### src/rtl/updown_counter_param.sv
// Parametrised up/down counter with modulo limit, parallel load and wrap or
// saturate overflow handling; registered count and one-cycle ovf pulse.
module updown_counter_param #(
    parameter int                WIDTH    = 3,
    parameter longint unsigned   MAX      = (64'd1 << WIDTH) - 64'd1,
    parameter bit                SATURATE = 1'b0
) (
    input  logic             clk,
    input  logic             rst,
    input  logic             en,
    input  logic             up,
    input  logic             load,
    input  logic [WIDTH-1:0] din,
    output logic [WIDTH-1:0] count,
    output logic             at_max,
    output logic             at_zero,
    output logic             ovf
);

    localparam logic [WIDTH-1:0] MAX_V = MAX[WIDTH-1:0];
    localparam logic [WIDTH-1:0] ONE   = {{(WIDTH-1){1'b0}}, 1'b1};

    logic [WIDTH-1:0] count_q, count_d;
    logic             ovf_q, ovf_d;

    // Boundary decisions compare the current count, so MAX = 2**WIDTH-1 needs no carry bit.
    always_comb begin
        count_d = count_q;
        ovf_d   = 1'b0;
        if (load) begin
            count_d = (din > MAX_V) ? MAX_V : din;
        end else if (en) begin
            if (up) begin
                if (count_q == MAX_V) begin
                    ovf_d   = 1'b1;
                    count_d = SATURATE ? MAX_V : '0;
                end else begin
                    count_d = count_q + ONE;
                end
            end else begin
                if (count_q == '0) begin
                    ovf_d   = 1'b1;
                    count_d = SATURATE ? '0 : MAX_V;
                end else begin
                    count_d = count_q - ONE;
                end
            end
        end
    end

    always_ff @(posedge clk) begin
        if (rst) begin
            count_q <= '0;
            ovf_q   <= 1'b0;
        end else begin
            count_q <= count_d;
            ovf_q   <= ovf_d;
        end
    end

    assign count   = count_q;
    assign ovf     = ovf_q;
    assign at_max  = (count_q == MAX_V);
    assign at_zero = (count_q == '0);

endmodule

### config.mk
export PLATFORM = sky130hd
export DESIGN_NAME = updown_counter_param
export DESIGN_NICKNAME = d
export VERILOG_FILES = /design/src/rtl/updown_counter_param.sv
export SDC_FILE = /design/constraint.sdc
export NUM_CORES = 1
export LEC_CHECK = 0
export BUFFER_PORTS_ARGS = -buffer_cell sky130_fd_sc_hd__buf_2
export CAP_MARGIN = 20
export CORE_AREA = 2 2 39 41
export DETAILED_ROUTE_END_ITERATION = 6
export DIE_AREA = 0 0 41 43
export PLACE_DENSITY_LB_ADDON = 0.2
export SLEW_MARGIN = 20
export SYNTH_ARGS = -nofsm -noshare
export SYNTH_HDL_FRONTEND = slang
export SYNTH_SLANG_ARGS = --single-unit
### constraint.sdc
create_clock -name clk -period 1.4 [get_ports clk]
set_input_delay 0.14 -clock clk [delete_from_list [all_inputs] [get_ports clk]]
set_output_delay 0.14 -clock clk [all_outputs]
set_load 0.01 [all_outputs]
== Word-level counts from Yosys, hierarchy flattened ==
Index checks and enable logic that the tools add are counted.
Widths: inputs -> output; s select.

* Muxes and demuxes: 9
* Order comparisons: 1
* Reductions and logical operators: 3
* Bitwise logic cells: 1
* Eq/ne operators: 1
* Add/sub/neg operators: 2

{| class="wikitable"
|+ Operators with widths
! operator !! number
|-
| $mux 3 || 6
|-
| $add 3x1->3 const B || 1
|-
| $eq 3x3->1 const B || 1
|-
| $gt 3x3->1 const B || 1
|-
| $logic_not 3->1 || 1
|-
| $mux 1 || 3
|-
| $reduce_or 3->1 || 1
|-
| $sub 3x1->3 const B || 1
|-
| $reduce_bool 2->1 || 1
|-
| $not 1->1 || 1
|}

* Input port bits: 8
* Flip-flop bits (word level): 4
* Word-level logic and storage cells: 19
* Output and inout port bits: 6

== Depth between registers and ports, before layout ==
Gate-level depths: netlist of the first run.

* Depth after elaboration: 5
* Gate-level depth with buffers: 6

== Least setup slack after synthesis of the first run ==
Ideal clock, no wire load.

* Path kind: register to register
* Start point: register count_q[0], in the netlist count[0]
* End point: register count_q[1], in the netlist count[1]
* Clock period less this slack: 1.387 ns
* Buffers on the path: 0
* Required time: 1.274 ns
* Cell stages (with the launch flop): 7
* Library setup time: 0.126 ns
* Arrival time: 1.262 ns
* Path slack: 0.013 ns
* Cell sequence: dfxtp_1 > inv_1 > ha_1 > ha_1 > nor3b_1 > a211o_1 > o211ai_1

* Cells in the longest elaborated chain, start to end: 5
* Elaborated cells between the ends (all ways): 9
* Classes of those cells: add/sub (2); eq/ne (1); mux (5); reduce/logical (1)

{| class="wikitable"
|+ RTL lines
! element !! RTL line !! text
|-
| start, declared || 23 || <nowiki>logic [WIDTH-1:0] count_q, count_d;</nowiki>
|-
| start signal, assigned || 56 || <nowiki>count_q <= count_d;</nowiki>
|-
| $logic_not 3->1 || n/a ||
|-
| net at_zero || 16 || <nowiki>output logic at_zero,</nowiki>
|-
| $mux 3 || 41 || <nowiki>if (count_q == '0) begin</nowiki>
|-
| $mux 3 || 33 || <nowiki>if (up) begin</nowiki>
|-
| $mux 3 || 32 || <nowiki>end else if (en) begin</nowiki>
|-
| $mux 3 || 30 || <nowiki>if (load) begin</nowiki>
|}

The timed path passes the listed nets, and every way through them passes these cells. The select of a mux whose other input is x is not followed.
A chain may end at the register's enable or synchronous reset.

== Final worst setup path of the first run ==
* Start point: register count_q[0], in the netlist count[0]
* End point: register count_q[1], in the netlist count[1]

* Cells in the longest elaborated chain, start to end: 5
* Elaborated cells between the ends (all ways): 9
* Classes of those cells: add/sub (2); eq/ne (1); mux (5); reduce/logical (1)

{| class="wikitable"
|+ RTL lines
! element !! RTL line !! text
|-
| $sub 3x1->3 (tied with other cells) || 45 || <nowiki>count_d = count_q - ONE;</nowiki>
|-
| $mux 3 (on tied branches) || 41, 34 ||
|-
| $mux 3 (*) || 33 ||
|-
| $mux 3 (*) || 32 ||
|-
| $mux 3 (*) || 30 ||
|}

Every way passes the cells marked *; elsewhere a longest branch is shown, timed or not. The select of a mux whose other input is x is not followed.

==> results of run 1 <==
[metal layers]
layer	part of all wire (%)	GRT usage, %
met1	42	11.5
met2	49	16.3
met3	9.5	9.42
met4	0	4.00
met5	0	0
[power breakdown]
group          total, mW  switching (mW)  internal (mW)
clock              0.152          0.0552         0.0964
sequential         0.129         0.00612          0.123
combinational     0.0925          0.0473         0.0452
[final cells by class]
class / instances / area (um2) / area share (%)
well taps: 16 / 20.0 / 5.10
repair buffers: 14 / 72.6 / 18.5
multi-input cells: 23 / 183 / 46.5
inverters: 4 / 15.0 / 3.82
flip-flops and latches: 4 / 80.1 / 20.4
clock buffers: 3 / 22.5 / 5.73
[flip-flops by register name (all words and copies together) (netlist names)]
signal / count
count: 3
ovf: 1
[worst max-delay path, cell delays in order, from the launching register on]
cell and delay [ps]:
dfxtp_1 310, ha_1 220, ha_2 190, nand2b_1 130, a211o_1 300, o211ai_1 90
[metrics by stage]
stage / std cells / setup TNS [ps]
floorplan: 31 / 0
global placement: 61 / 0
detailed placement: 61 / 0
CTS: 64 / 0
global route: 64 / -1.35
finish: 64 / 0
[cell usage in the layout, fill, tap and decap left out]
master	n
buf_2	13
inv_1	4
nand2_1	4
dfxtp_1	4
clkbuf_4	3
nand2b_1	2
o211ai_1	2
ha_1	2
ha_2	2
or3b_1	1
a21oi_1	1
nor3b_1	1
a211o_1	1
or4_1	1
a21o_2	1
a31oi_1	1
a221oi_2	1
nor2_1	1
nor3_1	1
o2bb2ai_1	1
buf_4	1
[path summary, 6_finish.rpt]
kind	from	end	slack (ps)
setup reg to reg	count[0]	count[1]	90
hold / removal	rst	count[0]	140
setup / recovery	count[0]	count[1]	90
hold reg to reg	count[1]	count[1]	610
[kinds of logic after synthesis]
kind of cell    after synthesis  synth area share (%)
buf+inv                       4                  5.63
flops                         4                  30.0
simple gates                 11                  22.5
fa+ha+maj                     4                  18.8
compound gates                8                  23.0
==> metrics.cfg, run 1 <==
[placed_design]
dp_hpwl_um = 559
port_buffers = 13
gp_congestion = 0.727
place_ws_ps = 47.7
placed_area_um2 = 359

[setup_path]
arrival_ps = 1480
endpoint_kind = flop
critPathMaxFanout = 3
crit_type = flop to flop
reg2reg_depth = 5
worstSetupStartpointType = flop
worstPathRequired_ps = 1560

[synth]
yosysTopAreaCell = dfxtp_1
ys.flop_type = dfxtp_1
synth_common_cells = dfxtp_1, ha_1, inv_1, nand2_1
syn_area_per_cell_um2 = 8.60
yosysTopAreaCellShare_pct = 30.0
ys_types = 17
synth_edf_count = 0
synth_seq_cells = 4
yosysWarnings = 0
ys_seq_area_share_pct = 30.0
postSynth.asyncResetShare_pct = 0
syn-num-nets = 43
synth_area_leaders = dfxtp_1, ha_1, inv_1
postSynthCellCount = 31
netlist_area_um2 = 267

[timing]
relSlewSlack_pct = 88.3
slew_viol_final = 0
period_minus_slack_ps = 1310
finalSetupViolCount = 0
post-route-period-util_pct = 93.9
finalHoldViolCount = 0
tightest_slew_ps = 174
skew_ps = 0.509
hold_ws_ps = 136
setup_ws_ps = 85.6
max_freq_mhz = 761
rsz0062_at_grt = true

[clocking]
hold_buffers = 0
clk_pin_slew_worst_paths_ps = 40
cts.sink_count = 4
tritoncts = done
numCtsBuffers = 3
cts.path.max_buffers = 2
clk_latency_ps = 240
post_cts_buffers = 0
cts_resized = 0
htreeDepth = 1
cts-root-buf = clkbuf_4

[global_routing]
grt_pass1_vias = 302
grt_max_degree = 8
grt_remaining_overflow = 0
antenna_found_initial = 0
grt_usage_pct = 11.2
grt_pass1_wl_um = 1240

[detailed_routing]
drc = 0
antenna_left = 0
vias = 288
wl_per_cell_um = 11.0
vias_per_cell = 4.50
totalWireLength_um = 703
dr.pass1.iters = 2
drt-initial-drc-count = 4

[cells_and_area]
synthToLayoutAreaGrowth_pct = 47.4
final_cell_area_um2 = 393
fin_nets = 62
utilization_pct = 28.4
n_fill_cell = 161
drive_above_1_share_pct = 43.8
diodes = 0

[pwr]
p_total_mw = 0.373
p_leak_nw = 0.186
p_per_area_mw_per_mm2 = 949
irDropWorstVdd_uv = 442

[die]
rows = 14
core_area_mm2 = 0.00138
die-area_mm2 = 0.00176
die_y_um = 43
die_x_um = 41
initial_core_util_pct = 19.3
ioPinCount = 14

[worst_hold_path]
min_path_type = input pin to flop
holdPathStages = 2

[status]
outcome = completed

[run]
cap_violations = 0

Power figures use the tool's default switching activity.
==> inputs of run 2 (changes only) <==
--- a/config.mk
+++ b/config.mk
@@ -10,6 +10,7 @@
 export CORE_AREA = 2 2 39 41
 export DETAILED_ROUTE_END_ITERATION = 6
 export DIE_AREA = 0 0 41 43
+export GPL_TIMING_DRIVEN = 0
 export PLACE_DENSITY_LB_ADDON = 0.2
 export SLEW_MARGIN = 20
 export SYNTH_ARGS = -nofsm -noshare
==> constraint.sdc (replaced) <==
create_clock -name clk -period 1.4 [get_ports clk]
set_input_delay 0.14 -clock clk [delete_from_list [all_inputs] [get_ports clk]]
set_output_delay 0.14 -clock clk [all_outputs]
set_load 0.02 [all_outputs]
==> run 2 against run 1 <==
Net effect:
- critical path type unchanged
- sequential share of layout area fell by 0.20 points
- worst hold slack barely moved
- cell area rose by 4.1%
- wire length fell by 7.8%
- global-route usage fell by 1.1 points
==> metrics.cfg, run 2 (synthesis gave the netlist of run 1 again) <==
[global_routing]
grt_remaining_overflow = 0  ; unchanged
antenna_found_initial = 0  ; unchanged
grt_max_degree = 8  ; unchanged
grt_pass1_wl_um = 1140  ; was 1240 um
grt_usage_pct = 10.1  ; was 11.2%
grt_pass1_vias = 287  ; was 302

[cells_and_area]
synthToLayoutAreaGrowth_pct = 53.5  ; was 47.4%
largest_reg_flops = 3  ; unchanged
drive_above_1_share_pct = 48.9  ; was 43.8%
fin_nets = 61  ; was 62
utilization_pct = 29.6  ; was 28.4%
final_cell_mix = buf_2, inv_1, nand2_1  ; was buf_2, inv_1, nand2_1, dfxtp_1, clkbuf_4
final_cells = 63  ; was 64
diodes = 0  ; unchanged
final_cell_area_um2 = 409  ; was 393 um2
layout_commonest_cell = buf_2  ; unchanged

[timing]
tightest_slew_ps = 210  ; was 174 ps
setup_ws_ps = 67.8  ; was 85.6 ps
rsz0062_at_grt = false  ; was true
skew_ps = 5.52  ; was 0.509 ps
period_minus_slack_ps = 1330  ; was 1310 ps
tns_ps = 0  ; unchanged
finalHoldViolCount = 0  ; unchanged
finalSetupViolCount = 0  ; unchanged
max_freq_mhz = 751  ; was 761 MHz
post-route-period-util_pct = 95.2  ; was 93.9%
hold_ws_ps = 135  ; was 136 ps
relSlewSlack_pct = 86.0  ; was 88.3%
slew_viol_final = 0  ; unchanged

[worst_hold_path]
min_path_type = input pin to flop  ; unchanged

[pwr]
power_frac_comb_pct = 29.1  ; was 24.8%
power.share.sequential_pct = 33.7  ; was 34.5%
sw_frac_of_total_pct = 29.5  ; was 29.1%
p_total_mw = 0.386  ; was 0.373 mW
p_per_area_mw_per_mm2 = 943  ; was 949 mW/mm2
irDropWorstVdd_uv = 419  ; was 442 uV
p_sw_mw = 0.114  ; was 0.109 mW
p_clk_share_pct = 37.1  ; was 40.7%
intPower_mw = 0.272  ; was 0.264 mW
p_leak_nw = 0.185  ; was 0.186 nW

[detailed_routing]
totalWireLength_um = 648  ; was 703 um
wl_per_cell_um = 10.3  ; was 11.0 um
dr.pass1.iters = 3  ; was 2
highest_layer = met3  ; unchanged
drc = 0  ; unchanged
antenna_left = 0  ; unchanged
vias = 288  ; unchanged
wl_met1_um = 284  ; was 294 um
drt-initial-drc-count = 1  ; was 4
route.met2.wl_um = 308  ; was 342 um
wl_met3_um = 55  ; was 67 um
vias_per_cell = 4.57  ; was 4.50

[setup_path]
arrival_ps = 1480  ; about the same
worstSetupStartpointType = flop  ; unchanged
endpoint_kind = flop  ; unchanged
slowest_stage = dfxtp_2  ; was dfxtp_1
worstPathRequired_ps = 1550  ; was 1560 ps
critPathMaxFanout = 3  ; unchanged
cp_slowest_stage_delay_ps = 320  ; was 310 ps
cp_cell_sequence = ha_1 -> ha_2 -> nand2b_1 -> a211o_1 -> o211ai_1  ; unchanged
r2r_setup_slack_ps = 70  ; was 90 ps
crit_type = flop to flop  ; unchanged

[clocking]
cts.sink_count = 4  ; unchanged
clk_latency_ps = 240  ; about the same
cts.path.max_buffers = 2  ; unchanged
numCtsBuffers = 3  ; unchanged
cts-root-buf = clkbuf_4  ; unchanged
htreeDepth = 1  ; unchanged
clk_pin_slew_worst_paths_ps = 40  ; about the same
hold_buffers = 0  ; unchanged
tritoncts = done  ; unchanged

[placed_design]
place_ws_ps = 36.7  ; was 47.7 ps
dp_hpwl_um = 533  ; was 559 um
gp_congestion = 0.699  ; was 0.727
port_buffers = 13  ; unchanged
placed_area_um2 = 369  ; was 359 um2
place_inst = 60  ; was 61

[die]
rows = 14  ; unchanged
core_area_mm2 = 0.00138  ; unchanged
die_x_um = 41  ; unchanged
ioPinCount = 14  ; unchanged
initial_core_util_pct = 19.3  ; unchanged
die_y_um = 43  ; unchanged
die-area_mm2 = 0.00176  ; unchanged

[run]
cap_violations = 0  ; unchanged

[status]
outcome = completed  ; unchanged

[run 2: cell count changes in the layout (fill, tap and decap cells not counted), sizes merged]
cell	previous run	this run
buf	14	13
[run 2: worst paths after layout]
check             depth (start not counted)     start  endpoint
hold / removal                            2       rst  count[0]
hold reg to reg                           3  count[0]  count[0]
setup / recovery                          5  count[0]  count[1]
setup reg to reg                          5  count[0]  count[1]
[run 2: metal layers]
metal / vias up / global-route usage [%]
met5: - / 0
met1: 131 / 10.9
met2: 10 / 14.4
li1: 147 / -
met3: 0 / 7.85
met4: 0 / 4.00
[run 2: what timing repair did]
item / 4_1_cts / 5_1_grt
buffers inserted: 0 / 0
endpoints found under the hold margin: 0 / 0
resized for setup: 0 / 3
endpoints found under the setup margin: 0 / 2
[run 2: power groups by stage]
stage                     Combinational (mW)  Sequential (mW)  Clock (mW)
final                                  0.112            0.130       0.143
after global routing                   0.127            0.132       0.160
after CTS                              0.105            0.131       0.149
after detailed placement               0.105            0.132           0
after global placement                 0.104            0.132           0
after floorplan                       0.0590            0.141           0
[run 2: area by class of cell]
type,count,area [um2]
fillers,157,975
multi-input cells,23,204
flip-flops and latches,4,82.6
repair buffers,13,65.1
clock buffers,3,22.5
well taps,16,20.0
inverters,4,15.0
[run 2: worst max-delay path: cells and delay by family, from the launching register on]
kind	cells	cell delay (ps)
compound gates	2	380
fa+ha+maj	2	400
flops	1	320
simple gates	1	140
